$ cat config.mk
export PLATFORM = sky130hd
export DESIGN_NAME = irq_request_latch_8
export DESIGN_NICKNAME = d
export VERILOG_FILES = /design/src/rtl/irq_request_latch_8_pkg.sv /design/src/rtl/irq_request_latch_8_sync_edge.sv /design/src/rtl/irq_request_latch_8.sv
export SDC_FILE = /design/constraint.sdc
export NUM_CORES = 1
export LEC_CHECK = 0
export CORE_ASPECT_RATIO = 1.75
export CORE_UTILIZATION = 55
export CTS_BUF_LIST = sky130_fd_sc_hd__clkbuf_8
export DETAILED_ROUTE_END_ITERATION = 8
export PLACE_DENSITY = 0.86
export SYNTH_ARGS = -nofsm -noshare
export SYNTH_HDL_FRONTEND = slang
export SYNTH_SLANG_ARGS = --single-unit
$ cat constraint.sdc
create_clock -name clk -period 2.98 [get_ports clk]
set_input_delay 0.745 -clock clk [delete_from_list [all_inputs] [get_ports clk]]
set_output_delay 0.745 -clock clk [all_outputs]
set_load 0.1 [all_outputs]
$ cat src/rtl/irq_request_latch_8_pkg.sv
// Shared constants and FSM state type for the eight-channel interrupt request latch.
package irq_pkg;
   localparam int NUM_CH = 8;
   localparam int IDX_W  = 3;

   typedef enum logic [1:0] {
      IDLE = 2'd0,
      REQ  = 2'd1,
      GAP  = 2'd2
   } state_t;
endpackage

$ cat src/rtl/irq_request_latch_8_sync_edge.sv
// One request channel: multi-flop synchroniser, previous-value flop and event detect.
module irq_sync_edge #(
   parameter int SYNC_STAGES = 2,
   parameter bit EDGE_MODE   = 1'b1
) (
   input  logic clk,
   input  logic rst_n,
   input  logic irq_in,
   output logic evt_o
);
   logic [SYNC_STAGES-1:0] sync_q, sync_d;
   logic                   prev_q, prev_d;

   // Next values of the synchroniser chain and the delayed copy of its last stage
   always_comb begin
      sync_d = {sync_q[SYNC_STAGES-2:0], irq_in};
      prev_d = sync_q[SYNC_STAGES-1];
   end

   // Synchroniser and previous-value registers
   always_ff @(posedge clk or negedge rst_n) begin
      if (!rst_n) begin
         sync_q <= {SYNC_STAGES{1'b0}};
         prev_q <= 1'b0;
      end else begin
         sync_q <= sync_d;
         prev_q <= prev_d;
      end
   end

   // prev resets to 0, so a line held high through reset release yields one edge
   always_comb begin
      if (EDGE_MODE) begin
         evt_o = sync_q[SYNC_STAGES-1] & ~prev_q;
      end else begin
         evt_o = sync_q[SYNC_STAGES-1];
      end
   end
endmodule

$ cat src/rtl/irq_request_latch_8.sv
// Interrupt capture stage: pending/overflow latches and a request handshake FSM
// presenting a frozen, masked snapshot to the downstream priority encoder.
module irq_request_latch_8
   import irq_pkg::*;
#(
   parameter int SYNC_STAGES = 2,
   parameter bit EDGE_MODE   = 1'b1
) (
   input  logic              clk,
   input  logic              rst_n,
   input  logic [NUM_CH-1:0] irq_in,
   input  logic [NUM_CH-1:0] irq_mask,
   output logic [NUM_CH-1:0] pend_out,
   output logic              en_n,
   output logic              req,
   input  logic              ack,
   input  logic [IDX_W-1:0]  ack_idx,
   output logic              ack_err,
   output logic [NUM_CH-1:0] overflow,
   input  logic              ovf_clr
);
   state_t            state_q, state_d;
   logic [NUM_CH-1:0] evt_s, masked_s, clr_s, ovf_set_s;
   logic [NUM_CH-1:0] pend_q, pend_d, ovf_q, ovf_d, pend_out_q, pend_out_d;
   logic              req_q, req_d, en_n_q, en_n_d, ack_err_q, ack_err_d;
   logic              ack_ok_s;

   for (genvar g = 0; g < NUM_CH; g++) begin : g_ch
      irq_sync_edge #(
         .SYNC_STAGES (SYNC_STAGES),
         .EDGE_MODE   (EDGE_MODE)
      ) u_sync (
         .clk    (clk),
         .rst_n  (rst_n),
         .irq_in (irq_in[g]),
         .evt_o  (evt_s[g])
      );
   end

   // Pending and overflow update; a new event outranks a same-cycle clear
   always_comb begin
      masked_s = pend_q & ~irq_mask;
      ack_ok_s = (state_q == REQ) && ack && pend_out_q[ack_idx];
      if (ack_ok_s) begin
         clr_s = {{(NUM_CH-1){1'b0}}, 1'b1} << ack_idx;
      end else begin
         clr_s = {NUM_CH{1'b0}};
      end
      if (EDGE_MODE) begin
         ovf_set_s = evt_s & pend_q & ~clr_s;
      end else begin
         ovf_set_s = {NUM_CH{1'b0}};
      end
      pend_d = (pend_q & ~clr_s) | evt_s;
      if (ovf_clr) begin
         ovf_d = ovf_set_s;
      end else begin
         ovf_d = ovf_q | ovf_set_s;
      end
   end

   // FSM state register
   always_ff @(posedge clk or negedge rst_n) begin
      if (!rst_n) begin
         state_q <= IDLE;
      end else begin
         state_q <= state_d;
      end
   end

   // FSM next-state logic
   always_comb begin
      state_d = state_q;
      case (state_q)
         IDLE: begin
            if (|masked_s) begin
               state_d = REQ;
            end else begin
               state_d = IDLE;
            end
         end
         REQ: begin
            if (ack) begin
               state_d = GAP;
            end else begin
               state_d = REQ;
            end
         end
         GAP:     state_d = IDLE;
         default: state_d = IDLE;
      endcase
   end

   // FSM output logic; the snapshot is only loaded in IDLE and frozen in REQ
   always_comb begin
      pend_out_d = pend_out_q;
      req_d      = req_q;
      en_n_d     = en_n_q;
      ack_err_d  = 1'b0;
      case (state_q)
         IDLE: begin
            if (|masked_s) begin
               pend_out_d = masked_s;
               req_d      = 1'b1;
               en_n_d     = 1'b0;
            end else begin
               pend_out_d = {NUM_CH{1'b0}};
               req_d      = 1'b0;
               en_n_d     = 1'b1;
            end
         end
         REQ: begin
            if (ack) begin
               pend_out_d = {NUM_CH{1'b0}};
               req_d      = 1'b0;
               en_n_d     = 1'b1;
               ack_err_d  = ~pend_out_q[ack_idx];
            end else begin
               pend_out_d = pend_out_q;
            end
         end
         GAP: begin
            pend_out_d = {NUM_CH{1'b0}};
            req_d      = 1'b0;
            en_n_d     = 1'b1;
         end
         default: begin
            pend_out_d = {NUM_CH{1'b0}};
            req_d      = 1'b0;
            en_n_d     = 1'b1;
         end
      endcase
   end

   // Pending, overflow and output registers
   always_ff @(posedge clk or negedge rst_n) begin
      if (!rst_n) begin
         pend_q     <= {NUM_CH{1'b0}};
         ovf_q      <= {NUM_CH{1'b0}};
         pend_out_q <= {NUM_CH{1'b0}};
         req_q      <= 1'b0;
         en_n_q     <= 1'b1;
         ack_err_q  <= 1'b0;
      end else begin
         pend_q     <= pend_d;
         ovf_q      <= ovf_d;
         pend_out_q <= pend_out_d;
         req_q      <= req_d;
         en_n_q     <= en_n_d;
         ack_err_q  <= ack_err_d;
      end
   end

   assign pend_out = pend_out_q;
   assign req      = req_q;
   assign en_n     = en_n_q;
   assign ack_err  = ack_err_q;
   assign overflow = ovf_q;
endmodule
# Word level (Yosys, flattened, before mapping)
# Index checks and enable logic that the tools add are counted.
# Widths: inputs -> output; s select.
# op_classes
magnitude_cmp	1
n_reduce_logical	4
n_shift	1
bitwise	25
mux	18
n_eq_ne	2
# op_table
op	count
$and 8x8->8	4
$mux 8	4
$not 8->8	2
$or 8x8->8	2
$pmux 8 s2	1
$not 1->1	9
$and 1x1->1	8
$mux 1	8
$reduce_or 8->1	1
$shl 1x3->8 const A	1
$lt 3x4->1 const B	1
$pmux 1 s2	2
$pmux 2 s2	1
$bmux 1 s3	1
$eq 2x1->1 const B	1
$logic_and 1x1->1	2
$logic_not 2->1	1
$mux 2	1
$ne 2x2->1 const B	1
# word_totals
wordCells	74
input_bits	23
out_inout_bits	19
ff_bits	53

# Longest topological paths before layout
# depth
word_depth	8
mapped_depth	5
depth_no_buf	4

# Modules after synthesis
# A second synthesis with hierarchy kept.
# hier_totals
hier_cells	153
area_unflattened_um2	1993.2
# by_module_without_submodules
module	area_each_um2	seq_area_each_um2	cells_each	instances
irq_request_latch_8	1282.5	726.9	121	1
irq_sync_edge	88.8	75.1	4	8

# Worst setup path after synthesis
# No wires, ideal clock.
# synth_timing
path_kind	register to register
start	register pend_out_q[7] (netlist: pend_out[7])
end	register ack_err_q (netlist: ack_err)
n_path_buf	0
required_time_ns	2.861
path_slack_ns	1.154
setup_ns	0.119
period_less_slack_ns	1.826
stages_incl_launch_ff	4
arrival_ns	1.707
cell_sequence	dfrtp_1 -> mux2i_1 -> mux4_2 -> and2_1
# synth_via
elab_chain_len	5
# synth_rtl
element	line_no	text
start, declared	irq_request_latch_8.sv:24	logic [NUM_CH-1:0] pend_q, pend_d, ovf_q, ovf_d, pend_out_q, pend_out_d;
start signal, assigned	irq_request_latch_8.sv:140	pend_out_q <= {NUM_CH{1'b0}};
start signal, assigned	irq_request_latch_8.sv:147	pend_out_q <= pend_out_d;
$bmux 1 s3	irq_request_latch_8.sv:117	ack_err_d = ~pend_out_q[ack_idx];
$mux 1 (implied by the code)	irq_request_latch_8.sv:117	
$not 1->1	irq_request_latch_8.sv:117	
$mux 1	irq_request_latch_8.sv:113	if (ack) begin
$mux 1	irq_request_latch_8.sv:100	case (state_q)
via ack_err_d	irq_request_latch_8.sv:25	logic req_q, req_d, en_n_q, en_n_d, ack_err_q, ack_err_d;
end signal, assigned	irq_request_latch_8.sv:150	ack_err_q <= ack_err_d;
end, declared	irq_request_latch_8.sv:25	
# The timed path passes the listed nets, and every way through them passes these cells. The select of a mux whose other input is x is not followed.
# A chain may end at the register's enable or synchronous reset.

# Final worst setup path
# layout_timing
start	input port ack_idx[1]
end	register ack_err_q (netlist: ack_err)
# layout_via
elab_chain_len	5
# layout_rtl
element	line_no	text
start, declared	irq_request_latch_8.sv:17	input logic [IDX_W-1:0] ack_idx,
$bmux 1 s3	irq_request_latch_8.sv:117	
$mux 1 (implied by the code)	irq_request_latch_8.sv:117	
$not 1->1	irq_request_latch_8.sv:117	
$mux 1	irq_request_latch_8.sv:113	
$mux 1	irq_request_latch_8.sv:100	
via ack_err_d	irq_request_latch_8.sv:25	
# The timed path passes the listed nets, and every way through them passes these cells. The select of a mux whose other input is x is not followed.

==> results.toml <==
[status]
status = "finished, final reports clean"

[worst_setup_path]
cp_num_buf_inv = 1
crit_type = "primary input to flip-flop"
timing.critical_path.required_ns = 3.17
slowest_delay_ns = 0.69
worstPathCellList = "clkdlybuf4s50_1 > mux2i_1 > mux4_2 > and2_1"
crit_family = "buffers and inverters"
crit_fanout = 9
end_kind = "flip-flop"
critPathArrivalTime_ns = 2.24
cp_slowest_cell = "clkdlybuf4s50_1"
cp-start-kind = "primary input"

[pwr]
finalPower_mw = 2.38
vdd_ir_drop_max_v = 0.000614
power_density_nw_per_um2 = 977
p_leak_nw = 1.15

[floorplanning]
die_w_microns = 46.6
core.rowCount = 28
start_util_pct = 56.9
core_area_sq_um = 3360
die_h_microns = 80.0
boundaryPins = 42
dieArea_sq_um = 3730

[synthesis]
synth_cell_types = 31
synth_top_area_share_pct = 68.0
synth_largest_area_cell = "dfrtp_1"
synth_most_common_cell = "dfrtp_1"
synth_edf_count = 0
netlist_area_sq_um = 1910
yosysWarnings = 0
yosys-top-cells-area = "dfrtp_1 68%, nand2b_1 3.9%, nand2_1 3.3%, o22ai_1 2.9%, inv_1 2.2%"
seq_area_frac_synth_pct = 69.3
synthTopCellsByCount = "52 x dfrtp_1, 17 x nand2_1, 12 x nand2b_1, 11 x inv_1, 10 x nor2_1"
avgSynthCellArea_sq_um = 12.4
ys_seq_elements = 53
syn_inst = 154
yosys_most_used_dff = "dfrtp_1"
synth_nets = 177
synthArstFlopShare_pct = 100

[global_route]
gr-usage-all-layers_pct = 22.6
grt_overflow = 0
grt_pass1_wl_microns = 5850
antenna_found_initial = 0
grt_max_degree = 40
grt_pass1_vias = 1324

[detailed_routing]
num_vias = 1351
drt-total-wl_microns = 3740
postRouteAntennaNets = 0
drc = 0
dr.pass1.iters = 5
drt_iter0_markers = 35
drt-wirelength-per-cell_microns = 15.3
viasPerCell = 5.51

[placement]
gp_congestion = 0.888
dpl-instance-area_sq_um = 2310
portBuffers = 41
place_hpwl_microns = 2820
dp_slack_ns = 0.634

[timing]
setup_slack_ns = 0.937
worstMarginPinSlew_ns = 0.476
rsz0062_at_grt = "false"
slew_viol_final = 0
slew_headroom_pct = 68.3
finalHoldViolCount = 0
max_freq_ghz = 0.490
skew_ns = 0.00768
tns_ns = 0
finalSetupViolCount = 0
fin_crit_sh_pct = 68.6
period_needed_ns = 2.04

[finish]
area_delta_synth_final_pct = 27.1
drive_above_1_share_pct = 17.0
diodes = 0
fin_nets = 222
design_area_sq_um = 2430
fillers = 237

[clock_tree]
cts_setup_buffers = 0
clock_path_buffers = 2
cts_hold_buf = 0
cts_root_buf = "clkbuf_8"
clock_latency_ns = 0.30
ctsResizeCount = 0
cts_buffers = 5
clkSinkCount = 53
cts_max_level = 2
clkTransAtPathRegs_ns = 0.09
cts_tree = "built"

[hold_path]
min-delay-path-class = "primary input to async pin"

[job]
max_cap_violations = 0
-- logic make-up (layout without fill, tap and decap cells) --
group | Yosys count | count (layout) | synth area share (%)
mux | 5 | 5 | 3.27
buf+inv | 16 | 62 | 3.59
simple gates | 60 | 60 | 16.2
compound gates | 20 | 20 | 7.58
flops | 53 | 53 | 69.3
-- path summary, 6_finish.rpt --
kind	start	endpoint	slack, ns	depth (start not counted)
max	ack_idx[1]	ack_err	0.94	4
min	rst_n	g_ch[6].u_sync.prev_q	0.32	1
max reg2reg	state_q[1]	overflow[7]	1.59	4
min reg2reg	g_ch[1].u_sync.sync_q[0]	g_ch[1].u_sync.sync_q[1]	0.35	0
max in group asynchronous	rst_n	en_n	1.85	2
min in group clk	g_ch[1].u_sync.sync_q[0]	g_ch[1].u_sync.sync_q[1]	0.35	0
-- metrics by stage --
stage	util, %	hold slack (ns)	instances
2_1_floorplan	-	0.331	154
3_5_place_dp	68.8	0.336	237
4_1_cts	72.3	0.321	245
6_report	72.3	0.322	245
5_1_grt	72.3	0.337	245
3_3_place_gp	68.8	0.333	237
-- layout by cell type, fill, tap and decap left out, types with 4 or more instances in the layout --
master and count:
a2bb2oi_1 4, buf_4 20, clkbuf_8 6, clkdlybuf4s50_1 21
dfrtp_1 52, inv_1 11, mux2i_1 4, nand2_1 17
nand2b_1 12, nand3_1 6, nor2_1 10, o22ai_1 9
-- metal layers --
| layer | wire length (microns) | global-route usage, % | part of all wire [%] | vias up |
|---|---|---|---|---|
| li1 | - | - | - | 608 |
| met1 | 1430 | 24.8 | 38 | 659 |
| met2 | 1960 | 37.2 | 52 | 65 |
| met3 | 211 | 5.66 | 5.6 | 19 |
| met4 | 138 | 12.9 | 3.7 | 0 |
| met5 | 0 | 0 | 0 | - |
-- sequential cells by signal (all words and copies together), names as in the netlist --
register,flops
g_ch.u_sync.sync_q,16
g_ch.u_sync.prev_q,8
overflow,8
pend_out,8
pend_q,8
state_q,2
ack_err,1
en_n,1
req,1
-- cell type report --
cell class                      instances  area [sq um]  area share (%)
Timing Repair Buffer                   42           365            15.0
Tap cell                               45          56.3            2.31
Inverter                               12          45.0            1.85
Clock inverter                          2          37.5            1.54
Clock buffer                            6          82.6            3.40
Multi-Input combinational cell         85           518            21.3
Sequential cell                        53          1330            54.6
-- report_power, final --
group | internal (mW) | total [mW] | switching (mW)
logic | 0.224 | 0.940 | 0.716
registers | 0.831 | 0.948 | 0.117
clock network | 0.273 | 0.488 | 0.216
total | 1.33 | 2.38 | 1.05
(Power assumes the default switching activity.)
==> RTL edit 1 (config.mk and constraints unchanged) <==
`EDGE_MODE` is set to 1'b1 in 2 places; all go to 1'b0.
--- a/src/rtl/irq_request_latch_8_sync_edge.sv
+++ b/src/rtl/irq_request_latch_8_sync_edge.sv
@@ -3,3 +3,3 @@
    parameter int SYNC_STAGES = 2,
-   parameter bit EDGE_MODE   = 1'b1
+   parameter bit EDGE_MODE   = 1'b0
 ) (
--- a/src/rtl/irq_request_latch_8.sv
+++ b/src/rtl/irq_request_latch_8.sv
@@ -6,3 +6,3 @@
    parameter int SYNC_STAGES = 2,
-   parameter bit EDGE_MODE   = 1'b1
+   parameter bit EDGE_MODE   = 1'b0
 ) (
Formal check against the unedited RTL: not equivalent (a bounded check fails within 10 cycles, from zero or initial values and one cycle with rst_n low).
==> RTL edit 1 against the original RTL <==
Fmax rose by 0.66%; sequential share of layout area fell by 2.8 points; count of clock-buffer cells in the layout fell by 1; routed wire length fell by 29%; register-to-register slack got worse by 160 ps; core utilization rose by 0.44 points; sequential cell count fell by 16; synthesized area fell by 25%; global-route usage rose by 0.78 points; final area fell by 26%; setup slack improved by 13 ps; via count fell by 28%; total power fell by 23%.
==> RTL edit 1: results (changes against the original RTL) <==
- first-pass GRT wire length: 4200 µm, was 5850 µm
- post-CTS resize count: 0, unchanged
- number of flip-flops in the largest register: 16, unchanged
- largest driver fanout on the critical path: 3, was 9
- Crit path arrival time: 2160 ps, was 2240 ps
- r2r startpoint: state_q[1], unchanged
- GRT Util Overall: 0.233, was 0.226
- drt initial violations: 19, was 35
- initial antenna violation count: 0, unchanged
- post-synth cell types: 29, was 31
- number of nets at the end of the flow: 175, was 222
- Async SR Flop Fraction: 1.00, unchanged
- list of most frequent post-synthesis cells: 36 x dfrtp_1, 13 x nor2_1, 8 x a21o_1, 8 x buf_4, was 52 x dfrtp_1, 17 x nand2_1, 12 x nand2b_1
- root cell of the clock tree: clkbuf_8, unchanged
- number of global-route vias before repair: 952, was 1324
- min-delay worst type: register to register, was input pin to async pin
- worst slew slack as a fraction of its limit: 0.619, was 0.683
- Clock Skew: 8.21 ps, was 7.68 ps
- number of CTS-inserted buffers: 5, unchanged
- most flop-heavy register: g_ch.u_sync.sync_q, unchanged
- share of post-route cells with drive strength above 1: 0.144, was 0.170
- Longest Clk Path Bufs: 2, unchanged
- buffer count from post-CTS setup fixing: 0, unchanged
- detailed-route vias per instance: 5.44, was 5.51
- final weighted congestion in routability-driven placement: 0.710, was 0.888
- setup slack at placement: 645 ps, was 634 ps
- diode insertion count for antenna repair: 0, unchanged
- Leak Pwr: 0.818 nW, was 1.15 nW
- CP startpoint: irq_mask[4], was ack_idx[1]
- clock latency on the worst-skew pair: 290 ps
- outcome: finished, final reports clean, unchanged
- proportion of netlist area held by the largest area contributor: 0.632, was 0.680
- number of warnings printed during yosys synthesis: 0, unchanged
- cell-internal power: 940 µW, was 1.33 mW
- clock-pin slew on the worst setup and hold paths: 70 ps, was 90 ps
- leading cell types by total area after synthesis: dfrtp_1 63%, a21o_1 4.2%, buf_4 4.2%, nor2_1 3.4%, mux2i_1 2.8%, was dfrtp_1 68%, nand2b_1 3.9%, nand2_1 3.3%, o22ai_1 2.9%, inv_1 2.2%
- # port buffers: 32, was 41
- worst vdd rail ir drop: 711 µV, was 614 µV
- maximum number of pins on one net before global-route repair: 38, was 40
- depth of the CTS H-tree: 2, unchanged
- Worst Min Path Start: g_ch[5].u_sync.sync_q[0]
- Initial DRT Pass Iterations: 4, was 5
- Layout fillers: 186, was 237
- post-synthesis sequential area ratio: 0.650, was 0.693
- hpwl dp: 1980 µm, was 2820 µm
- Placed Area: 1710 µm², was 2310 µm²
- post-detailed-routing wire length: 2650 µm, was 3740 µm
==> RTL edit 1: kinds of logic after synthesis <==
logic type / Yosys count / synth area share
simple gates: 36 / 0.128
other cells: 1 / 0.00263
buf+inv: 17 / 0.0719
flops: 37 / 0.650
compound gates: 20 / 0.104
mux: 5 / 0.0439
==> RTL edit 1: layout make-up <==
| type | instances | area share |
|---|---|---|
| Sequential cell | 37 | 0.517 |
| Multi-Input combinational cell | 69 | 0.236 |
| Timing Repair Buffer | 33 | 0.168 |
| Clock buffer | 5 | 0.0384 |
| Tap cell | 26 | 0.0182 |
| Inverter | 6 | 0.0126 |
| Clock inverter | 3 | 0.00978 |
==> RTL edit 1: worst paths after layout <==
| path | slack (ps) | to | cells after the start |
|---|---|---|---|
| max | 950 | req | 5 |
| min | 350 | g_ch[5].u_sync.sync_q[1] | 0 |
| max reg2reg | 1430 | pend_q[3] | 4 |
| min reg2reg | 350 | g_ch[5].u_sync.sync_q[1] | 0 |
| max in group asynchronous | 1790 | en_n | 2 |
| min in group asynchronous | 850 | pend_out[1] | 2 |
==> RTL edit 1: through the flow <==
| step | instances | util |
|---|---|---|
| final | 179 | 0.728 |
| after global routing | 179 | 0.728 |
| after CTS | 179 | 0.728 |
| after detailed placement | 171 | 0.693 |
| after global placement | 171 | 0.693 |
| after floorplan | 123 | - |
==> RTL edit 1: metal layers <==
| layer | global-route usage | up-vias | routed length [µm] |
|---|---|---|---|
| li1 | - | 449 | - |
| met1 | 0.237 | 471 | 906 |
| met2 | 0.365 | 46 | 1430 |
| met3 | 0.0897 | 7 | 190 |
| met4 | 0.152 | 0 | 116 |
| met5 | 0 | - | 0 |
==> RTL edit 1: power by group through the flow <==
stage	clock (mW)	sequential, mW	combinational [mW]
2_1_floorplan	0	1.10	0.224
3_3_place_gp	0	0.689	0.798
3_5_place_dp	0	0.698	0.814
4_1_cts	0.345	0.689	0.815
5_1_grt	0.365	0.699	0.849
6_report	0.333	0.689	0.812
==> RTL edit 1: worst max-delay path: stages <==
cell and delay, ps:
clkdlybuf4s50_1 460, nand2b_1 130, nand4_1 120, o41ai_1 500, o21ai_0 210
==> RTL edit 2 (config.mk and constraints unchanged) <==
Made on the original files. Remove the register `ack_err_q`: a continuous assignment takes its place, so the output `ack_err` follows one clock earlier.
--- a/src/rtl/irq_request_latch_8.sv
+++ b/src/rtl/irq_request_latch_8.sv
@@ -142,3 +142,2 @@
          en_n_q     <= 1'b1;
-         ack_err_q  <= 1'b0;
       end else begin
@@ -149,5 +148,6 @@
          en_n_q     <= en_n_d;
-         ack_err_q  <= ack_err_d;
       end
    end
+
+   assign ack_err_q = ack_err_d;
 
Check against the original RTL: not equivalent (Yosys sat finds a counterexample within 10 cycles, from zero or initial values and one cycle with rst_n low).
==> RTL edit 2 against the original RTL <==
Via count fell by 3.1%; setup slack got worse by 750 ps; final area rose by 0.26%; routed wire length rose by 4.1%; total power rose by 2.1%; synthesized area fell by 1.3%; sequential cell count fell by 1; core utilization rose by 3.7 points.
==> RTL edit 2: results (changes against the original RTL) <==
- list of most frequent post-synthesis cells: 51 x dfrtp_1, 17 x nand2_1, 12 x nand2b_1, was 52 x dfrtp_1, 17 x nand2_1, 12 x nand2b_1
- leading cell types by total area after synthesis: dfrtp_1 68%, nand2b_1 4.0%, nand2_1 3.4%, o22ai_1 3.0%, inv_1 2.2%, was dfrtp_1 68%, nand2b_1 3.9%, nand2_1 3.3%, o22ai_1 2.9%, inv_1 2.2%
- Leak Pwr: 1.17 nW, was 1.15 nW
- mux cell area share after synthesis: 0.0331, was 0.0327
- worst hold slack: 350 ps, was 322 ps
- outcome: finished, final reports clean, unchanged
- Initial DRT Pass Iterations: 4, was 5
- family with the most delay on the worst path: multiplexers, was buffers and inverters
- post-synth net total: 176, was 177
- proportion of power drawn by combinational gates: 0.393, was 0.396
- power density normalized to cell area: 995 nW/µm², was 977 nW/µm²
- share of the synthesized area in compound gates (AO/OA/AOI/OAI): 0.0768, was 0.0758
- peak per-stage delay on the critical path: 460 ps, was 690 ps
- min-delay worst type: register to register, was input pin to async pin
- Register-to-Register Setup Slack: 1550 ps, was 1590 ps
- post-synthesis sequential area ratio: 0.689, was 0.693
- instance count of the mapped netlist: 153, was 154
- Worst-Margin Slew: 622 ps, was 476 ps
- met2 Track Usage GR: 0.446, was 0.372
- Crit path arrival time: 2050 ps, was 2240 ps
- Placed Area: 2300 µm², was 2310 µm²
- area of all placed cells without fillers: 2440 µm², was 2430 µm²
- setup slack at placement: -79.8 ps, was 634 ps
- via total after detailed routing: 1309, was 1351
- fin cells: 243, was 245
- GRT Util Overall: 0.252, was 0.226
- worst vdd rail ir drop: 607 µV, was 614 µV
- standard cell with the maximum stage delay on the critical path: mux4_2, was clkdlybuf4s50_1
- clock network fraction of design power: 0.225, was 0.206
- fraction of power spent switching nets: 0.431, was 0.441
- first-pass GRT wire length: 6430 µm, was 5850 µm
- DR WL/cell: 16.0 µm, was 15.3 µm
- final weighted congestion in routability-driven placement: 0.877, was 0.888
- met3 layer usage reported by global route: 0.0588, was 0.0566
- post-CTS resize count: 1, was 0
- Layout fillers: 219, was 237
- Clock Skew: 11.7 ps, was 7.68 ps
[RTL edit 2: cell types whose count changed after synthesis]
cell     change
dfrtp_1      -1
[RTL edit 2: area by class of cell]
type,instances,area share
Sequential cell,52,0.534
Multi-Input combinational cell,85,0.212
Clock buffer,5,0.0282
Tap cell,43,0.0221
Timing Repair Buffer,43,0.159
Clock inverter,3,0.0262
Inverter,12,0.0185
[RTL edit 2: metal layers]
layer | vias to the layer above | part of all wire
met5 | - | 0
met3 | 14 | 0.048
met2 | 51 | 0.58
met1 | 640 | 0.34
met4 | 0 | 0.029
li1 | 604 | -
[RTL edit 2: worst max path at each step]
stage / startpoint / to / slack, ps / depth (start not counted)
finish: ack_idx[1] / ack_err / 180 / 5
global route: ack_idx[1] / ack_err / 110 / 5
CTS: ack_idx[0] / ack_err / 10 / 4
detailed placement: ack_idx[1] / ack_err / -80 / 5
global placement: ack_idx[1] / ack_err / -30 / 5
floorplan: pend_out[7] / ack_err / 180 / 3
